### config.mk
export PLATFORM = sky130hd
export DESIGN_NAME = gamma_lut_loader
export DESIGN_NICKNAME = d
export VERILOG_FILES = /design/src/rtl/gamma_pkg.sv /design/src/rtl/gamma_lut_wr_port.sv /design/src/rtl/gamma_lut_loader.sv
export SDC_FILE = /design/constraint.sdc
export NUM_CORES = 1
export LEC_CHECK = 0
export CORE_MARGIN = 5
export CORE_UTILIZATION = 50
export CTS_CLUSTER_DIAMETER = 50
export DETAILED_ROUTE_END_ITERATION = 7
export PLACE_DENSITY_LB_ADDON = 0.1
export SYNTH_ARGS = -nofsm -noshare
export SYNTH_HDL_FRONTEND = slang
export SYNTH_SLANG_ARGS = --single-unit
### constraint.sdc
create_clock -name clk -period 4.8 [get_ports clk]
set_input_delay 0.72 -clock clk [delete_from_list [all_inputs] [get_ports clk]]
set_output_delay 0.72 -clock clk [all_outputs]
set_load 0.005 [all_outputs]
### src/rtl/gamma_pkg.sv
// ---------------------------------------------------------------------------
// gamma_pkg : shared constants, state encoding and plane type for the
//             gamma LUT loader.  rev 1.0
// ---------------------------------------------------------------------------
`default_nettype none

package gamma_pkg;

  localparam int DATA_W  = 12;
  localparam int NPLANES = 3;
  localparam int PLANE_W = 2;

  typedef logic [PLANE_W-1:0] plane_t;

  typedef enum logic [1:0] {
    IDLE = 2'd0,
    LOAD = 2'd1,
    PEND = 2'd2
  } state_e;

  function automatic logic plane_ok(input plane_t p, input int nplanes);
    return int'(p) < nplanes;
  endfunction

endpackage

`default_nettype wire

### src/rtl/gamma_lut_wr_port.sv
// ---------------------------------------------------------------------------
// gamma_lut_wr_port : one-cycle registered LUT write stage.  rev 1.0
// ---------------------------------------------------------------------------
`default_nettype none

module gamma_lut_wr_port
  import gamma_pkg::*;
#(
  parameter int DATA_W = gamma_pkg::DATA_W,
  parameter int ADDR_W = 8
) (
  input  logic              clk,
  input  logic              rst,
  input  logic              we_i,
  input  logic [ADDR_W-1:0] addr_i,
  input  logic [DATA_W-1:0] data_i,
  input  plane_t            plane_i,
  input  logic              bank_i,
  output logic              lut_we_o,
  output logic [ADDR_W-1:0] lut_addr_o,
  output logic [DATA_W-1:0] lut_wdata_o,
  output plane_t            lut_plane_o,
  output logic              lut_bank_o
);

  logic              we_q;
  logic [ADDR_W-1:0] addr_q;
  logic [DATA_W-1:0] data_q;
  plane_t            plane_q;
  logic              bank_q;

  // Address/data/plane/bank only move on a write so the RAM port sees stable values otherwise.
  always_ff @(posedge clk or posedge rst) begin
    if (rst) begin
      we_q    <= 1'b0;
      addr_q  <= '0;
      data_q  <= '0;
      plane_q <= '0;
      bank_q  <= 1'b0;
    end else begin
      we_q <= we_i;
      if (we_i) begin
        addr_q  <= addr_i;
        data_q  <= data_i;
        plane_q <= plane_i;
        bank_q  <= bank_i;
      end
    end
  end

  assign lut_we_o    = we_q;
  assign lut_addr_o  = addr_q;
  assign lut_wdata_o = data_q;
  assign lut_plane_o = plane_q;
  assign lut_bank_o  = bank_q;

endmodule

`default_nettype wire

### src/rtl/gamma_lut_loader.sv
// ---------------------------------------------------------------------------
// gamma_lut_loader : streams host gamma curves into the shadow LUT bank and
//                    swaps banks at start-of-frame after a commit.  rev 1.0
// ---------------------------------------------------------------------------
`default_nettype none

module gamma_lut_loader
  import gamma_pkg::*;
#(
  parameter int DATA_W  = gamma_pkg::DATA_W,
  parameter int ADDR_W  = 8,
  parameter int NPLANES = gamma_pkg::NPLANES
) (
  input  logic              clk,
  input  logic              rst,
  input  logic              load_start_i,
  input  logic [1:0]        load_plane_i,
  input  logic              cfg_valid_i,
  output logic              cfg_ready_o,
  input  logic [DATA_W-1:0] cfg_data_i,
  input  logic              commit_i,
  input  logic              sof_i,
  input  logic              err_clr_i,
  output logic              lut_we_o,
  output logic              lut_bank_o,
  output logic [1:0]        lut_plane_o,
  output logic [ADDR_W-1:0] lut_addr_o,
  output logic [DATA_W-1:0] lut_wdata_o,
  output logic              active_bank_o,
  output logic              busy_o,
  output logic              load_done_o,
  output logic              swap_done_o,
  output logic              err_o
);

  state_e            state_q, state_d;
  logic [ADDR_W-1:0] addr_q, addr_d;
  plane_t            plane_q, plane_d;
  logic              commit_seen_q, commit_seen_d;
  logic              active_bank_q, active_bank_d;
  logic              err_q, err_d;
  logic              new_err;
  logic              hs;

  always_ff @(posedge clk or posedge rst) begin
    if (rst) begin
      state_q       <= IDLE;
      addr_q        <= '0;
      plane_q       <= '0;
      commit_seen_q <= 1'b0;
      active_bank_q <= 1'b0;
      err_q         <= 1'b0;
    end else begin
      state_q       <= state_d;
      addr_q        <= addr_d;
      plane_q       <= plane_d;
      commit_seen_q <= commit_seen_d;
      active_bank_q <= active_bank_d;
      err_q         <= err_d;
    end
  end

  always_comb begin
    state_d       = state_q;
    addr_d        = addr_q;
    plane_d       = plane_q;
    commit_seen_d = commit_seen_q;
    active_bank_d = active_bank_q;
    new_err       = 1'b0;
    hs            = 1'b0;
    cfg_ready_o   = 1'b0;
    load_done_o   = 1'b0;
    swap_done_o   = 1'b0;

    case (state_q)
      IDLE: begin
        if (load_start_i && plane_ok(load_plane_i, NPLANES)) begin
          plane_d       = load_plane_i;
          addr_d        = '0;
          commit_seen_d = commit_i;
          state_d       = LOAD;
        end else begin
          if (load_start_i) new_err = 1'b1;
          if (commit_i)     state_d = PEND;
        end
      end

      LOAD: begin
        cfg_ready_o = 1'b1;
        hs          = cfg_valid_i;
        if (load_start_i) new_err = 1'b1;
        if (commit_i)     commit_seen_d = 1'b1;
        if (hs) begin
          addr_d = addr_q + ADDR_W'(1);
          // Last word: a commit seen at any point in the load (or now) arms the swap.
          if (&addr_q) begin
            load_done_o   = 1'b1;
            state_d       = (commit_seen_q || commit_i) ? PEND : IDLE;
            commit_seen_d = 1'b0;
          end
        end
      end

      PEND: begin
        if (load_start_i) new_err = 1'b1;
        if (sof_i) begin
          active_bank_d = ~active_bank_q;
          swap_done_o   = 1'b1;
          state_d       = IDLE;
        end
      end

      default: state_d = IDLE;
    endcase

    err_d = (err_q && !err_clr_i) || new_err;
  end

  gamma_lut_wr_port #(
    .DATA_W (DATA_W),
    .ADDR_W (ADDR_W)
  ) u_wr_port (
    .clk         (clk),
    .rst         (rst),
    .we_i        (hs),
    .addr_i      (addr_q),
    .data_i      (cfg_data_i),
    .plane_i     (plane_q),
    .bank_i      (~active_bank_q),
    .lut_we_o    (lut_we_o),
    .lut_addr_o  (lut_addr_o),
    .lut_wdata_o (lut_wdata_o),
    .lut_plane_o (lut_plane_o),
    .lut_bank_o  (lut_bank_o)
  );

  assign active_bank_o = active_bank_q;
  assign busy_o        = (state_q != IDLE);
  assign err_o         = err_q;

endmodule

`default_nettype wire
==> results.md, run 1 <==
Status:
- The run finished with clean final reports.

Critical path:
- The startpoint kind of the worst setup timing path is a primary input.
- The critical path in this run is classified as primary input to output port.
- Counting stages on the worst path, the most repeated cell is sky130_fd_sc_hd__clkdlybuf4s50_1.
- Traced cell by cell, the critical path runs through clkdlybuf4s50_1 -> nand2_1 -> nor3_1 -> clkdlybuf4s50_1.
- The required time at the worst-slack endpoint is 4.08 ns.
- The startpoint of the most critical register-to-register path is state_q[0]$_DFFE_PP0P_.
- The worst setup path is captured at an output port.
- In this run the worst setup path begins at cfg_valid_i.
- Along the worst path, the maximum fanout reaches 5.
- The delay contributed by the slowest stage of the critical path is 0.55 ns.
- The slowest stage of the critical path is the sky130_fd_sc_hd__clkdlybuf4s50_1 cell.
- The data arrival at the endpoint of the critical path is 2.12 ns.

Timing:
- The total count of hold-check failures in the final report is 0.
- The fmax is 352 MHz.
- The routed design could run at a clock period as short as 2.84 ns.
- Dividing the final minimum period by the clock period gives 0.593.
- After routing, the total negative slack on setup checks comes to 0 ns.
- Setup repair after global routing left no endpoint under its margin.
- The transition time at the pin with the least slew margin is 1.04 ns.
- The final-report max-slew violation count is 0.
- The relative slew slack is 0.289.
- Setup violations remaining at the end of the flow were counted as 0.
- The worst clock skew on the final layout is 0.00938 ns.

CTS:
- The H-tree depth is 2.
- The clock tree from TritonCTS is built.
- The TritonCTS sink count is 39.
- Once the clock tree was built, the setup fixing pass inserted 0 buffers.
- The number of gates resized after CTS was 0.
- The later pin in the worst-skew pair is clocked with a latency of 0.34 ns.
- The clock passes through at most 2 buffers.
- The root buffer cell is sky130_fd_sc_hd__clkbuf_4.
- Clock-pin slew was measured on the worst setup and hold paths at 0.11 ns.
- TritonCTS created 5 clock buffers.
- The cts-stage hold buffer count is 0.

Drt:
- The number of iterations in the first detailed-routing pass is 5.
- The routed layout has 1299 vias.
- The mean routed wirelength per cell is 14.9 um.
- The wire length reported by the detailed router is 3.63 mm.
- The detailed router finished its first iteration with 113 violations.
- Once detail routing completed, the nets flagged for antenna violations numbered 0.
- The via-per-instance ratio is 5.35.
- In the routed design, unresolved DRC markers number 0.

Synth:
- By count the netlist is led by sky130_fd_sc_hd__dfrtp_1, sky130_fd_sc_hd__mux2_2, sky130_fd_sc_hd__inv_1, sky130_fd_sc_hd__nand2_1, sky130_fd_sc_hd__o21ai_0.
- The cell area that synthesis handed to floorplanning was 1720 um^2.
- The portion of synthesized cell area occupied by the leading cell type is 0.566.
- Of all cell types, the one taking the most synthesized area is sky130_fd_sc_hd__dfrtp_1.
- The number of different library cells used by synthesis comes to 29.
- For this run, the leading register cell type out of synthesis is sky130_fd_sc_hd__dfrtp_1.
- The number of nets produced by synthesis is 168.
- In the post-synthesis netlist, the biggest area contributors are sky130_fd_sc_hd__dfrtp_1, sky130_fd_sc_hd__mux2_2, sky130_fd_sc_hd__ha_1.
- By instance count, the leading cell after synthesis is sky130_fd_sc_hd__dfrtp_1.
- Yosys printed 0 warnings.
- Averaged over all synthesized cells, the footprint is 12.1 um^2.
- Synthesis handed over a netlist of 142 instances.
- The count of flip-flops with a built-in enable after synthesis is 0.
- The share of the Yosys chip area taken by registers is 0.566.
- The share of flip-flops with an asynchronous set or reset after synthesis is 1.00.
- The number of storage elements in the synthesis netlist is 39.

Layout:
- The fraction of final layout cells with drive strength greater than 1 is 0.168.
- After routing the design area is 2340 um^2.
- The final layout contains 222 nets.
- The final instance count without filler cells is 243.
- Measured on the finished design, the core utilization comes to 0.703.
- The multi-input gate area in the final layout is 686 um^2.
- The layout filler cell count is 268.
- Compared with the post-synthesis result, the final layout area differs by 36.0%.
- 0 antenna diodes ended up in the layout.
- The register cell area after layout is 976 um^2.

GRT:
- The number of global-route vias before repair is 1375.
- The pin count of the biggest net entering global routing is 29.
- Summed over all layers, the global routing overflow is 0.
- The initial antenna violation count is 0.
- The wire length of the first global-routing pass is 6.23 mm.
- For this run, the total global-route usage over all layers was measured as 0.182.

Hold path:
- The worst hold path belongs to the class flop to flop.
- The launch instance of the worst min-delay path is u_wr_port.lut_addr_o[6]$_DFFE_PP0P_.

Floorplan:
- The die area is 4720 um^2.
- The number of placed I/O pins is 51.
- The die is 68.7 um tall.
- The core region area is 3340 um^2.
- The initialized floorplan defines 21 standard-cell rows.
- The starting density of the core is 0.517.
- The overall die width is 68.7 um.

Placement:
- Summed over all nets, the half-perimeter wirelength after detailed placement is 2.67 mm.
- The count of buffers added on input and output ports is 50.
- The last weighted congestion value of the routability-driven placer is 0.858.
- In this run, placement finished with an instance count of 235.
- The placed instances occupy a cell area of 2280 um^2.

Power:
- The worst-case IR drop observed on VDD is 0.176 mV.
- The power per cell area is 330 nW/um^2.
- In this run the static leakage power is 1.03 nW.

Job:
- The number of max-cap violations is 0.
stage by stage:
stage	power (W)	hold slack, ns	worst slack (ns)
5_1_grt	0.000824	0.535	1.81
3_5_place_dp	0.000595	0.479	1.96
3_3_place_gp	0.000586	0.465	2.03
4_1_cts	0.000783	0.504	1.96
2_1_floorplan	0.000491	0.468	2.74
6_report	0.000775	0.494	1.96
per-layer routing:
metal / global-route usage / vias to the layer above / part of all wire / wire (um)
met5: 0 / - / 0 / 0
li1: - / 610 / - / -
met4: 0.0754 / 0 / 0.0099 / 36
met1: 0.208 / 634 / 0.40 / 1440
met3: 0.0551 / 4 / 0.076 / 277
met2: 0.316 / 51 / 0.52 / 1880
power by group:
group | total, W | switching [W] | internal [W]
logic | 0.000167 | 0.0000612 | 0.000106
registers | 0.000420 | 0.0000427 | 0.000377
clock network | 0.000188 | 0.000102 | 0.0000862
total | 0.000775 | 0.000206 | 0.000569
worst paths after layout:
path	end	slack (ns)	cells past startpoint
min in group asynchronous	u_wr_port.lut_wdata_o[10]$_DFFE_PP0P_	0.70	2
worst min register to register	u_wr_port.lut_addr_o[6]$_DFFE_PP0P_	0.49	2
max in group asynchronous	addr_q[1]$_DFFE_PP0P_	3.39	3
worst max-delay path	load_done_o	1.96	4
worst max register to register	addr_q[2]$_DFFE_PP0P_	2.57	5
worst min-delay path	u_wr_port.lut_addr_o[6]$_DFFE_PP0P_	0.49	2
logic make-up after synthesis:
group	after synthesis	synth area share
xor+xnor	1	0.00508
simple gates	27	0.0864
fa+ha+maj	5	0.0363
mux	25	0.161
flops	39	0.566
buf+inv	16	0.0363
compound gates	29	0.109
critical path: cells and delay by family:
kind,cells,cell delay (ns)
buf+inv,2,1.10
simple gates,2,0.31
registers in the layout, indices dropped and copies added (netlist names), 2 cells and up:
name / count
u_wr_port.lut_addr_o: 8
u_wr_port.lut_plane_o: 2
plane_q: 2
addr_q: 8
state_q: 2
u_wr_port.lut_wdata_o: 12
final cells by class:
type                       count  share of cell area
clock buffer                   8              0.0293
inverter                      11              0.0176
multi-input combinational     87               0.292
sequential                    39               0.416
tap                           46              0.0245
timing repair buffer          52               0.220
cells in the final DEF, fill, tap and decap left out, drive strengths merged, types with 2 or more instances in the layout:
cell type	Yosys	final
o21ai	9	9
clkbuf	3	8
ha	5	5
a21oi	6	6
nand2b	3	3
clkdlybuf4s50	0	50
o31ai	5	5
buf	2	2
inv	11	11
nand2	10	10
nand3	3	3
a22o	2	2
or4	5	5
mux2i	3	3
mux2	22	22
dfrtp	39	39
Power figures use the tool's default switching activity.
==> inputs of run 2 (changes only) <==
Settings changed: CORE_UTILIZATION 50 to 46.
Clock period 4.8 ns to 2.9 ns, I/O delays scaled along.
==> results.md, run 2 (synthesized netlist as in run 1, its figures left out) <==
Layout:
- Summing all flip-flop and latch instances after layout gives 976 um^2.
- The top cell types in the final layout, fill and taps aside, are sky130_fd_sc_hd__clkdlybuf4s50_1, sky130_fd_sc_hd__dfrtp_1, sky130_fd_sc_hd__mux2_2, sky130_fd_sc_hd__inv_1, sky130_fd_sc_hd__nand2_1.
- The flip-flop count of the largest register after layout is 12.
- The number of nets in the finished design is 222.
- The multi-input gate area in the final layout is 686 um^2.
- In the final layout, the share of cells above drive strength 1 is 0.163.
- The layout filler cell count is 323.
- The number of antenna diodes in the final layout is 0.
- The post-route core utilization is 0.655.
- Relative to the synthesized area, the layout overhead comes to 38.1%.
- The leading cell type in the layout, fill and taps excluded is sky130_fd_sc_hd__clkdlybuf4s50_1.

Critical path:
- In this run the critical register-to-register path is launched from state_q[1]$_DFFE_PP0P_.
- The worst path buffer plus inverter count is 2.
- The critical path capture point is load_done_o.
- The critical path crosses 5 cells after its start point.
- On the critical path the largest part of the delay comes from buffers and inverters.
- The master of the slowest instance on the critical path is sky130_fd_sc_hd__clkdlybuf4s50_1.
- The required time at the worst-slack endpoint is 2.47 ns.
- Measured in cells, the most critical reg-to-reg path has a length of 5.
- At the worst endpoint, the arrival time is 2.04 ns.
- The signal on the critical path passes through inv_1 -> ha_1 -> nand2_1 -> nor3_1 -> clkdlybuf4s50_1.
- The worst setup path is captured at an output port.
- The reg-to-reg endpoint is addr_q[2]$_DFFE_PP0P_.
- The launching instance or port of the critical path is state_q[1]$_DFFE_PP0P_.
- The setup slack on the worst flop-to-flop path is 0.73 ns.
- The startpoint kind of the worst setup timing path is a flop.
- The worst setup path is of the flop to output port kind.
- The maximum fanout along the worst path is 10.
- For this run, the slowest stage of the critical path takes 0.55 ns.

CTS:
- The root buffer cell is sky130_fd_sc_hd__clkbuf_8.
- After clock tree synthesis, the clock-pin slew on the worst setup and hold paths is 0.07 ns.
- The clock passes through at most 2 buffers.
- Buffers inserted to repair hold after CTS numbered 0.
- TritonCTS built the clock tree.
- The clock insertion delay at the later pin of the skew report is 0.28 ns.
- The number of clock buffers added by TritonCTS is 5.
- The H-tree depth is 2.
- The number of instances resized during post-cts repair is 0.
- The number of buffers inserted by post-CTS setup repair is 0.
- The tree built by TritonCTS fans out to 39 sinks.

Power:
- The reported net switching power is 0.000344 W.
- Power spread over the standard cell area amounts to 586 nW/um^2.
- Of the total power, registers draw 0.498.
- For this design the static power due to leakage is 1.04 nW.
- Of the total power, the clock network draws 0.305.
- Of the total power, the share spent switching nets is 0.247.
- The largest voltage drop on the vdd net is 0.412 mV.
- The relative contribution of combinational cells to total power is 0.197.
- The internal portion of the total power is 0.00105 W.

Timing:
- The share of the clock period used by the worst path after layout is 0.852.
- The total count of hold-check failures in the final report came to 0.
- At the pin with the least slew margin, the transition time is 1.08 ns.
- The accumulated negative setup slack is 0 ns.
- Setup violations remaining at the end of the flow were counted as 0.
- The clock arrives with 0.00423 ns of skew.
- The fmax is 405 MHz.
- The post-route minimum period is 2.47 ns.
- Measured against its own limit, the worst slew margin works out to 0.260.
- Once routing completed, OpenROAD measured the worst setup slack at 0.428 ns.
- The final-report max-slew violation count is 0.
- Setup repair after global routing left no endpoint under its margin.

Placement:
- The worst setup slack before clock tree synthesis is 0.543 ns.
- Input and output buffers added on the ports amount to 50.
- The half-perimeter wire length after detailed placement is 2.70 mm.
- The last weighted congestion value of the routability-driven placer is 0.820.

Floorplan:
- The overall die width is 71.2 um.
- The number of placed I/O pins is 51.
- The floorplan has 22 rows.
- The core region area is 3630 um^2.
- The overall die height is 71.2 um.
- The starting density of the core is 0.475.
- The floorplan step defined a die boundary enclosing 5070 um^2.

Drt:
- The first TritonRoute pass finished after 4 iterations.
- The post-detailed-route count of antenna-violating nets is 0.
- The routed layout has 1299 vias.
- In the final routed layout, each cell accounts on average for 14.9 um.
- The via-per-instance ratio is 5.32.
- The wire length reported by the detailed router is 3.64 mm.
- For this block, the initial DRC count from the detailed router was 65.
- The DRC violation count after routing is 0.

GRT:
- The initial antenna violation count is 0.
- The number of global-route vias before repair is 1420.
- The wire length of the first global-routing pass is 6.45 mm.
- Entering global routing, the biggest net connects 29 pins.
- The aggregate global-route resource usage is 0.159.
- For this run the aggregate overflow at the end of global routing stands at 0.

Status:
- The flow ran to the end, and the final reports show no timing, DRC or antenna violations.

Hold path:
- The type of the worst min-delay path is primary input to asynchronous set/reset pin.

Job:
- The number of max-cap violations is 0.
run 2: changes by cell type in the layout (fill, tap and decap cells not counted):
cell                        change
sky130_fd_sc_hd__clkbuf_4       -5
sky130_fd_sc_hd__clkbuf_8       +3
sky130_fd_sc_hd__bufinv_16      +1
run 2: power groups by stage:
stage               Clock (W)  Sequential (W)  Combinational [W]
global placement            0        0.000697           0.000270
CTS                  0.000437        0.000696           0.000280
finish               0.000426        0.000695           0.000275
floorplan                   0        0.000695           0.000119
detailed placement          0        0.000706           0.000279
global route         0.000459        0.000707           0.000304
run 2: per-layer routing:
layer	track usage	vias up	wire (um)
met5	0	-	0
met4	0.0438	0	30
met3	0.0701	4	254
met2	0.277	39	1870
met1	0.178	641	1480
li1	-	615	-
run 2: layout make-up:
| class | count | share of cell area |
|---|---|---|
| multi-input combinational | 87 | 0.288 |
| clock inverter | 1 | 0.0126 |
| tap | 48 | 0.0252 |
| sequential | 39 | 0.410 |
| timing repair buffer | 52 | 0.217 |
| inverter | 11 | 0.0173 |
| clock buffer | 6 | 0.0305 |
run 2: worst min path at each step:
stage / startpoint / end / cells after the start
final: rst / u_wr_port.lut_wdata_o[7]$_DFFE_PP0P_ / 2
after global routing: rst / u_wr_port.lut_wdata_o[10]$_DFFE_PP0P_ / 2
after CTS: rst / u_wr_port.lut_wdata_o[10]$_DFFE_PP0P_ / 2
after detailed placement: u_wr_port.lut_addr_o[2]$_DFFE_PP0P_ / u_wr_port.lut_addr_o[2]$_DFFE_PP0P_ / 2
after global placement: u_wr_port.lut_bank_o$_DFFE_PP0P_ / u_wr_port.lut_bank_o$_DFFE_PP0P_ / 2
after floorplan: commit_seen_q$_DFFE_PP0P_ / commit_seen_q$_DFFE_PP0P_ / 2
run 2: per-stage QoR:
stage / total power [W] / cells / hold slack [ns] / cell area, um^2
after floorplan: 0.000813 / 142 / 0.468 / 1720
after global routing: 0.00147 / 244 / 0.508 / 2380
final: 0.00140 / 244 / 0.479 / 2380
after detailed placement: 0.000985 / 237 / 0.472 / 2280
after CTS: 0.00141 / 244 / 0.489 / 2380
after global placement: 0.000967 / 237 / 0.466 / 2280
